## src/rtl/key_menu_pkg.sv

```systemverilog
// key_menu_pkg: state encoding and key bit indices shared by the key menu sequencer.
package key_menu_pkg;
   typedef enum logic [1:0] {BROWSE = 2'd0, EDIT = 2'd1, COMMIT = 2'd2} state_t;
   localparam int KEY_SEL = 0;
   localparam int KEY_ADJ = 1;
endpackage

```

## src/rtl/key_menu_ctrl_timeout.sv

```systemverilog
// menu_timeout: 32-bit inactivity counter with clear, enable and terminal-count pulse.
module menu_timeout #(
   parameter int TIMEOUT_CNT = 1000
) (
   input  logic clk,
   input  logic rst_n,
   input  logic clr,
   input  logic en,
   output logic tc
);
   logic [31:0] cnt;
   always_ff @(posedge clk or negedge rst_n)
      if (!rst_n) cnt <= '0;
      else if (clr) cnt <= '0;
      else if (en) cnt <= cnt + 32'd1;
   assign tc = en && (cnt == 32'(TIMEOUT_CNT - 1));
endmodule

```

## src/rtl/key_menu_ctrl.sv

```systemverilog
// key_menu_ctrl: two-key menu sequencer that browses, edits and commits config fields
// to a valid/ready config bank while keeping a shadow copy for display.
module key_menu_ctrl
   import key_menu_pkg::*;
#(
   parameter int CLK_FREQ   = 27_000_000,
   parameter int NFIELD     = 4,
   parameter int DW         = 8,
   parameter int MAX_VAL    = 255,
   parameter int TIMEOUT_MS = 5000,
   localparam int AW        = $clog2(NFIELD)
) (
   input  logic          clk,
   input  logic          rst_n,
   input  logic [1:0]    key_short,
   input  logic [1:0]    key_long,
   output logic          cfg_valid,
   input  logic          cfg_ready,
   output logic [AW-1:0] cfg_addr,
   output logic [DW-1:0] cfg_data,
   output logic [AW-1:0] sel,
   output logic          edit_mode,
   output logic [DW-1:0] disp_val,
   output logic          timeout_evt
);
   localparam int TIMEOUT_CNT = (CLK_FREQ / 1000) * TIMEOUT_MS;
   localparam logic [DW-1:0] MAXV = DW'(MAX_VAL);
   localparam logic [AW-1:0] LAST = AW'(NFIELD - 1);
   state_t state;
   logic [DW-1:0] edit_val;
   logic [DW-1:0] shadow [NFIELD];
   logic ev_ls, ev_la, ev_ss, ev_sa, ev_any, to_clr, to_en, to_tc;
   // fixed-priority pick: long SEL > long ADJ > short SEL > short ADJ, losers dropped
   assign ev_ls  = key_long[KEY_SEL];
   assign ev_la  = key_long[KEY_ADJ] && !key_long[KEY_SEL];
   assign ev_ss  = key_short[KEY_SEL] && !(|key_long);
   assign ev_sa  = key_short[KEY_ADJ] && !(|key_long) && !key_short[KEY_SEL];
   assign ev_any = |{key_long, key_short};
   assign to_clr = (state == BROWSE && ev_ls) || (state == EDIT && ev_any);
   assign to_en  = state == EDIT;
   menu_timeout #(.TIMEOUT_CNT(TIMEOUT_CNT)) u_timeout (
      .clk   (clk),
      .rst_n (rst_n),
      .clr   (to_clr),
      .en    (to_en),
      .tc    (to_tc)
   );
   always_ff @(posedge clk or negedge rst_n) begin
      if (!rst_n) begin
         state       <= BROWSE;
         sel         <= '0;
         edit_val    <= '0;
         cfg_valid   <= 1'b0;
         cfg_addr    <= '0;
         cfg_data    <= '0;
         timeout_evt <= 1'b0;
         for (int i = 0; i < NFIELD; i++) shadow[i] <= '0;
      end else begin
         timeout_evt <= 1'b0;
         case (state)
            BROWSE:
               if (ev_ls) begin
                  edit_val <= shadow[sel];
                  state    <= EDIT;
               end else if (ev_ss) sel <= (sel == LAST) ? '0 : sel + 1'b1;
            EDIT:
               if (ev_ls) begin
                  cfg_addr  <= sel;
                  cfg_data  <= edit_val;
                  cfg_valid <= 1'b1;
                  state     <= COMMIT;
               end else if (ev_la) state <= BROWSE;
               else if (ev_ss) edit_val <= (edit_val == '0) ? MAXV : edit_val - 1'b1;
               else if (ev_sa) edit_val <= (edit_val == MAXV) ? '0 : edit_val + 1'b1;
               else if (to_tc) begin
                  state       <= BROWSE;
                  timeout_evt <= 1'b1;
               end
            COMMIT:
               if (cfg_valid && cfg_ready) begin
                  shadow[cfg_addr] <= cfg_data;
                  cfg_valid        <= 1'b0;
                  state            <= BROWSE;
               end
            default: state <= BROWSE;
         endcase
      end
   end
   always_comb begin
      disp_val  = (state == EDIT) ? edit_val : (state == COMMIT) ? cfg_data : shadow[sel];
      edit_mode = state != BROWSE;
   end
endmodule

```

## config.mk

```make
export PLATFORM = sky130hd
export DESIGN_NAME = key_menu_ctrl
export DESIGN_NICKNAME = d
export VERILOG_FILES = /design/src/rtl/key_menu_pkg.sv /design/src/rtl/key_menu_ctrl_timeout.sv /design/src/rtl/key_menu_ctrl.sv
export SDC_FILE = /design/constraint.sdc
export NUM_CORES = 1
export LEC_CHECK = 0
export ABC_AREA = 1
export BUFFER_PORTS_ARGS = -buffer_cell sky130_fd_sc_hd__buf_2
export CORE_MARGIN = 8
export CORE_UTILIZATION = 41
export DETAILED_ROUTE_END_ITERATION = 8
export SLEW_MARGIN = 20
export SYNTH_ARGS = -nofsm -noshare
export SYNTH_HDL_FRONTEND = slang
export SYNTH_SLANG_ARGS = --single-unit
```

## constraint.sdc

```tcl
create_clock -name clk -period 1.43 [get_ports clk]
set_input_delay 0.286 -clock clk [delete_from_list [all_inputs] [get_ports clk]]
set_output_delay 0.286 -clock clk [all_outputs]
set_load 0.01 [all_outputs]
```

Word-level counts from Yosys, hierarchy flattened
Index checks and enable logic that the tools add are counted.

storage, ports and cells
  bits of input ports = 7
  register bits = 88
  logic and storage cells = 99

cells by class
  reduce and logical (&&, ||, !) cells = 27
  magnitude comparators = 3
  bitwise gates (word level) = 3
  add/subtract/negate cells = 4
  eq/ne operators = 14
  mux-type cells = 36

operators by type and width
  operator               count
  $mux 8                 12
  $mux 32                2
  $add 32x1->32 const B  1
  $bwmux 32              1
  $eq 32x28->1 const B   1
  $bmux 8 s2             1
  $demux 8 s2            1
  $mux 2                 8
  $pmux 8 s2             1
  $ne 4x4->1 const B     3
  $ne 2x2->1 const B     5
  $reduce_and 5->1       2
  $logic_and 1x1->1      9
  $add 8x1->8 const B    1
  $eq 8x8->1 const B     1
  $logic_not 8->1        1
  $mux 1                 8
  $reduce_bool 2->1      4
  $sub 8x1->8 const B    1
  $ge 3x3->1 const B     2
  $not 2->3              2
  $pmux 2 s3             1
  $reduce_and 3->1       2
  $eq 2x2->1 const B     2
  12 further kinds       15

Logic depth before layout (Yosys ltp)
  depth after elaboration = 9
  gate-level depth with buffers = 10

Modules after synthesis
From an unflattened synthesis, not the netlist that was laid out.

second synthesis, totals
  cells, all modules = 687
  area, all modules = 5193.7 µm²

by module, submodules not included
  module         cells each  sequential area each (µm²)  instances  area each (µm²)
  key_menu_ctrl  400         1401.3                      1          3188.1
  menu_timeout   287         800.8                       1          2005.7

Least setup slack after synthesis
No wires, ideal clock.

  path kind = register to output
  start point = register sel[0]
  end point = output disp_val[0]
  setup slack = -212 ps
  buffers on the path = 2
  stages on the path, launching flop included = 8
  data arrival time = 1356 ps
  path through = dfrtp_1 > buf_2 > inv_1 > clkbuf_2 > o21ai_0 > nand2_1 > nand2_1 > o221ai_1

between the ends
  cells in the longest elaborated chain, start to end = 6

ends and longest elaborated chain
  element                                    line                 source
  from (decl)                                key_menu_ctrl.sv:21  output logic [AW-1:0] sel,
  from (signal assigned)                     key_menu_ctrl.sv:65  end else if (ev_ss) sel <= (sel == LAST) ? '0 : sel + 1'b1;
  $not 2->3 (not written as such)            key_menu_ctrl.sv:90  disp_val = (state == EDIT) ? edit_val : (state == COMMIT) ? cfg_data : shadow[sel];
  $bmux 8 s2                                 key_menu_ctrl.sv:90
  $mux 8 (not written as such) (2 in a row)  key_menu_ctrl.sv:90
  $mux 8 (2 in a row)                        key_menu_ctrl.sv:90
  to (decl)                                  key_menu_ctrl.sv:23  output logic [DW-1:0] disp_val,

Every way passes these cells. The select of a mux whose other input is x is not followed.

Final worst setup path
Ends and elaborated chain as after synthesis.

==> flow_metrics.tcl <==
set metrics [dict create \
    status "finished with violations" \
    grt_max_degree 89 \
    grt_overflow_total 0 \
    antenna_found_initial 0 \
    cp_slowest_cell "dfrtp_2" \
    final_cell_mix "180 x nand2_1, 86 x nor2_1, 82 x buf_4" \
    final-max-slew-violation-count 0 \
    clockBufferDepth 2 \
    swShare_pct 44.1 \
    cap_viol_max_count 0 \
    setup_ws_ps -544 \
    placedCellCount 988 \
    drt-initial-drc-count 637 \
    ys_seq_area_share_pct 41.3 \
    cts_htree_levels 3 \
    cp.arrival_ps 1690 \
    vias_per_cell 5.24 \
    r2r_slack_ps -160 \
    violations "negative setup slack" \
    die_h_um 130 \
    critPathTopFamily "flip-flops" \
    setup_viol 75 \
    p_clk_share_pct 16.6 \
    p_per_area_nw_per_um2 1870 \
    finClkSkew_ps 8.07 \
    postSynthAreaPerCell_sq_um 7.25 \
    port-buffer-count 29 \
    track_usage_pct 19.5 \
    drtPass1Iterations 5 \
    rsz0062_at_grt "yes" \
    cts_tree "built" \
    yosys_warnings 0 \
    n_antenna_cell 0 \
    initial_core_util_pct 42.1 \
    syn-cell-area_sq_um 5330 \
    numCtsBuffers 9 \
    vias 5474 \
    end_kind "output port" \
    p_leak_nw 3.33 \
    gp_congestion 0.920 \
    synth_cell_types 39 \
    drtAntennaViolNets 0 \
    drt-total-wl_um 16300 \
    ys_seq_elements 88 \
    dp_hpwl_um 11100 \
    switchingPower_mw 6.20 \
    cts_root_buf "clkbuf_16" \
    crit_required_ps 1140 \
    power_mw 14.1 \
    critPathBufInv 2 \
    irDropWorstVdd_mv 0.766 \
    drc 0 \
    finalCritPeriodShare_pct 138 \
    fin_cells 1045 \
    layout-drive-gt1-share_pct 37.8 \
    slew_headroom_pct 66.8 \
    yosysTopAreaCell "dfrtp_1" \
    worst-slew-pin-transition_ps 498 \
    grt_pass1_wl_um 25900 \
    p_int_mw 7.86 \
    critPathKind "reg2out" \
    row_count 41 \
    design.die.area_sq_um 16900 \
    fp.dieW_um 130 \
    cp_max_fo 9 \
    layout.cells.most_common "nand2_1" \
    core-area_sq_um 12700 \
    hp-class "in2reg" \
    syn_nets 747 \
    syn2layout_area_growth_pct 41.0 \
    clock_latency_ps 360 \
    yosysTopAreaCellShare_pct 41.3 \
    syn_inst 735 \
    combPwrFrac_pct 55.7 \
    netlist_top_cells_area "dfrtp_1 41%, nand2_1 15%, nor2_1 8.4%, inv_1 4.4%, o21ai_0 4.2%" \
    fmax_mhz 507 \
    power_frac_seq_pct 27.7 \
    pin_count 30 \
    cp_common_cell "nor2_1" \
    fin_nets 880 \
    wl_per_cell_um 15.6 \
    cp_slowest_stage_delay_ps 460 \
    grt_pass1_vias 5068 \
    fin_crit_ps 1970 \
    final-hold-violation-count 0 \
    cts.sinks 88 \
    crit_path_cell_trace "clkbuf_16 -> nor2_1 -> nor2_1 -> o21ai_1 -> nand2_1 -> nand2_2 -> o221ai_2 -> buf_2" \
    clk_pin_slew_worst_paths_ps 60 \
    start_kind "flip-flop" \
]
==> tightest hold or removal path, stage by stage <==
cell	delay (ps)
buf_2	120
nor2_1	60
nand2_1	70
nor3_2	40
==> power by group through the flow <==
| stage | clock network [mW] | registers (mW) | logic (mW) |
|---|---|---|---|
| global placement | 0 | 3.79 | 6.21 |
| floorplan | 0 | 3.66 | 3.93 |
| CTS | 2.39 | 3.84 | 6.83 |
| global route | 2.49 | 3.97 | 8.58 |
| finish | 2.34 | 3.89 | 7.83 |
| detailed placement | 0 | 3.80 | 6.31 |
==> cells by family (layout without fill, tap and decap cells) <==
kind of cell / Yosys count / in the layout / share of synthesized area, %
xor+xnor: 8 / 8 / 1.31
compound gates: 114 / 114 / 12.2
fa+ha+maj: 5 / 5 / 1.17
simple gates: 428 / 433 / 35.8
buf+inv: 92 / 225 / 8.14
flops: 88 / 88 / 41.3
==> synthesized netlist by cell type (all sizes together) <==
cell type and number:
o221ai 8, a31oi 3, nor3b 1, nor3 13, clkbuf 3, nand4 15
nor2 132, xnor2 2, a21oi 19, nand2 214, o31ai 1, o21ai 82
buf 21, nor4 3, and3 2, clkinv 3, xor2 6, nand3 48
dfrtp 88, ha 5, o21bai 1, inv 65
==> metal layers <==
metal / vias to the layer above / track usage (%) / share of wire, % / routed length, um
met4: 0 / 7.65 / 1.9 / 301
met2: 151 / 29.7 / 46 / 7510
met1: 2630 / 27.0 / 47 / 7590
met5: - / 0 / 0 / 0
met3: 23 / 3.39 / 5.3 / 859
li1: 2670 / - / - / -
==> final cells by class <==
class | instances | area (sq um)
Timing Repair inverter | 1 | 7.51
Sequential cell | 88 | 2220
Clock buffer | 10 | 239
Fill cell | 1121 | 5150
Clock inverter | 6 | 51.3
Multi-Input combinational cell | 560 | 3300
Inverter | 68 | 285
Timing Repair Buffer | 140 | 1200
Tap cell | 172 | 215
==> state kept, by name (all words and copies together) (netlist names) <==
name,cells
sel,2
timeout_evt,1
cfg_data,8
edit_val,8
state,2
cfg_valid,1
shadow,32
cfg_addr,2
u_timeout.cnt,32
==> final timing paths <==
check                      cells after the start                end         start
setup / recovery                               8        disp_val[0]        sel[0]
hold / removal                                 4        timeout_evt  key_short[0]
setup reg to reg                               6  u_timeout.cnt[12]      state[0]
hold reg to reg                                2         shadow[24]    shadow[24]
max in group asynchronous                      3        cfg_addr[0]         rst_n
min in group asynchronous                      3  u_timeout.cnt[19]         rst_n
==> through the flow <==
| step | cell area [sq um] | utilization (%) | setup TNS (ps) | hold slack [ps] | setup WS, ps |
|---|---|---|---|---|---|
| 3_5_place_dp | 6220 | 49.1 | -1930 | 366 | -143 |
| 3_3_place_gp | 6220 | 49.1 | -1240 | 365 | -116 |
| 2_1_floorplan | 5430 | - | -280 | -9.59 | -29.8 |
| 4_1_cts | 6860 | 54.2 | -6640 | 241 | -468 |
| 5_1_grt | 7520 | 59.3 | -15780 | 295 | -622 |
| 6_report | 7520 | 59.3 | -10330 | 274 | -544 |
==> timing repair <==
action / CTS / global route
gates resized for setup: 60 / 141
cloned: 5 / 4
hold endpoints to repair: 47 / 0
pin swaps: 17 / 44
endpoints found under the setup margin: 53 / 81
hold buffers: 1 / 0
setup buffers: 8 / 24
Note: power is estimated with default switching activity, not from simulation.
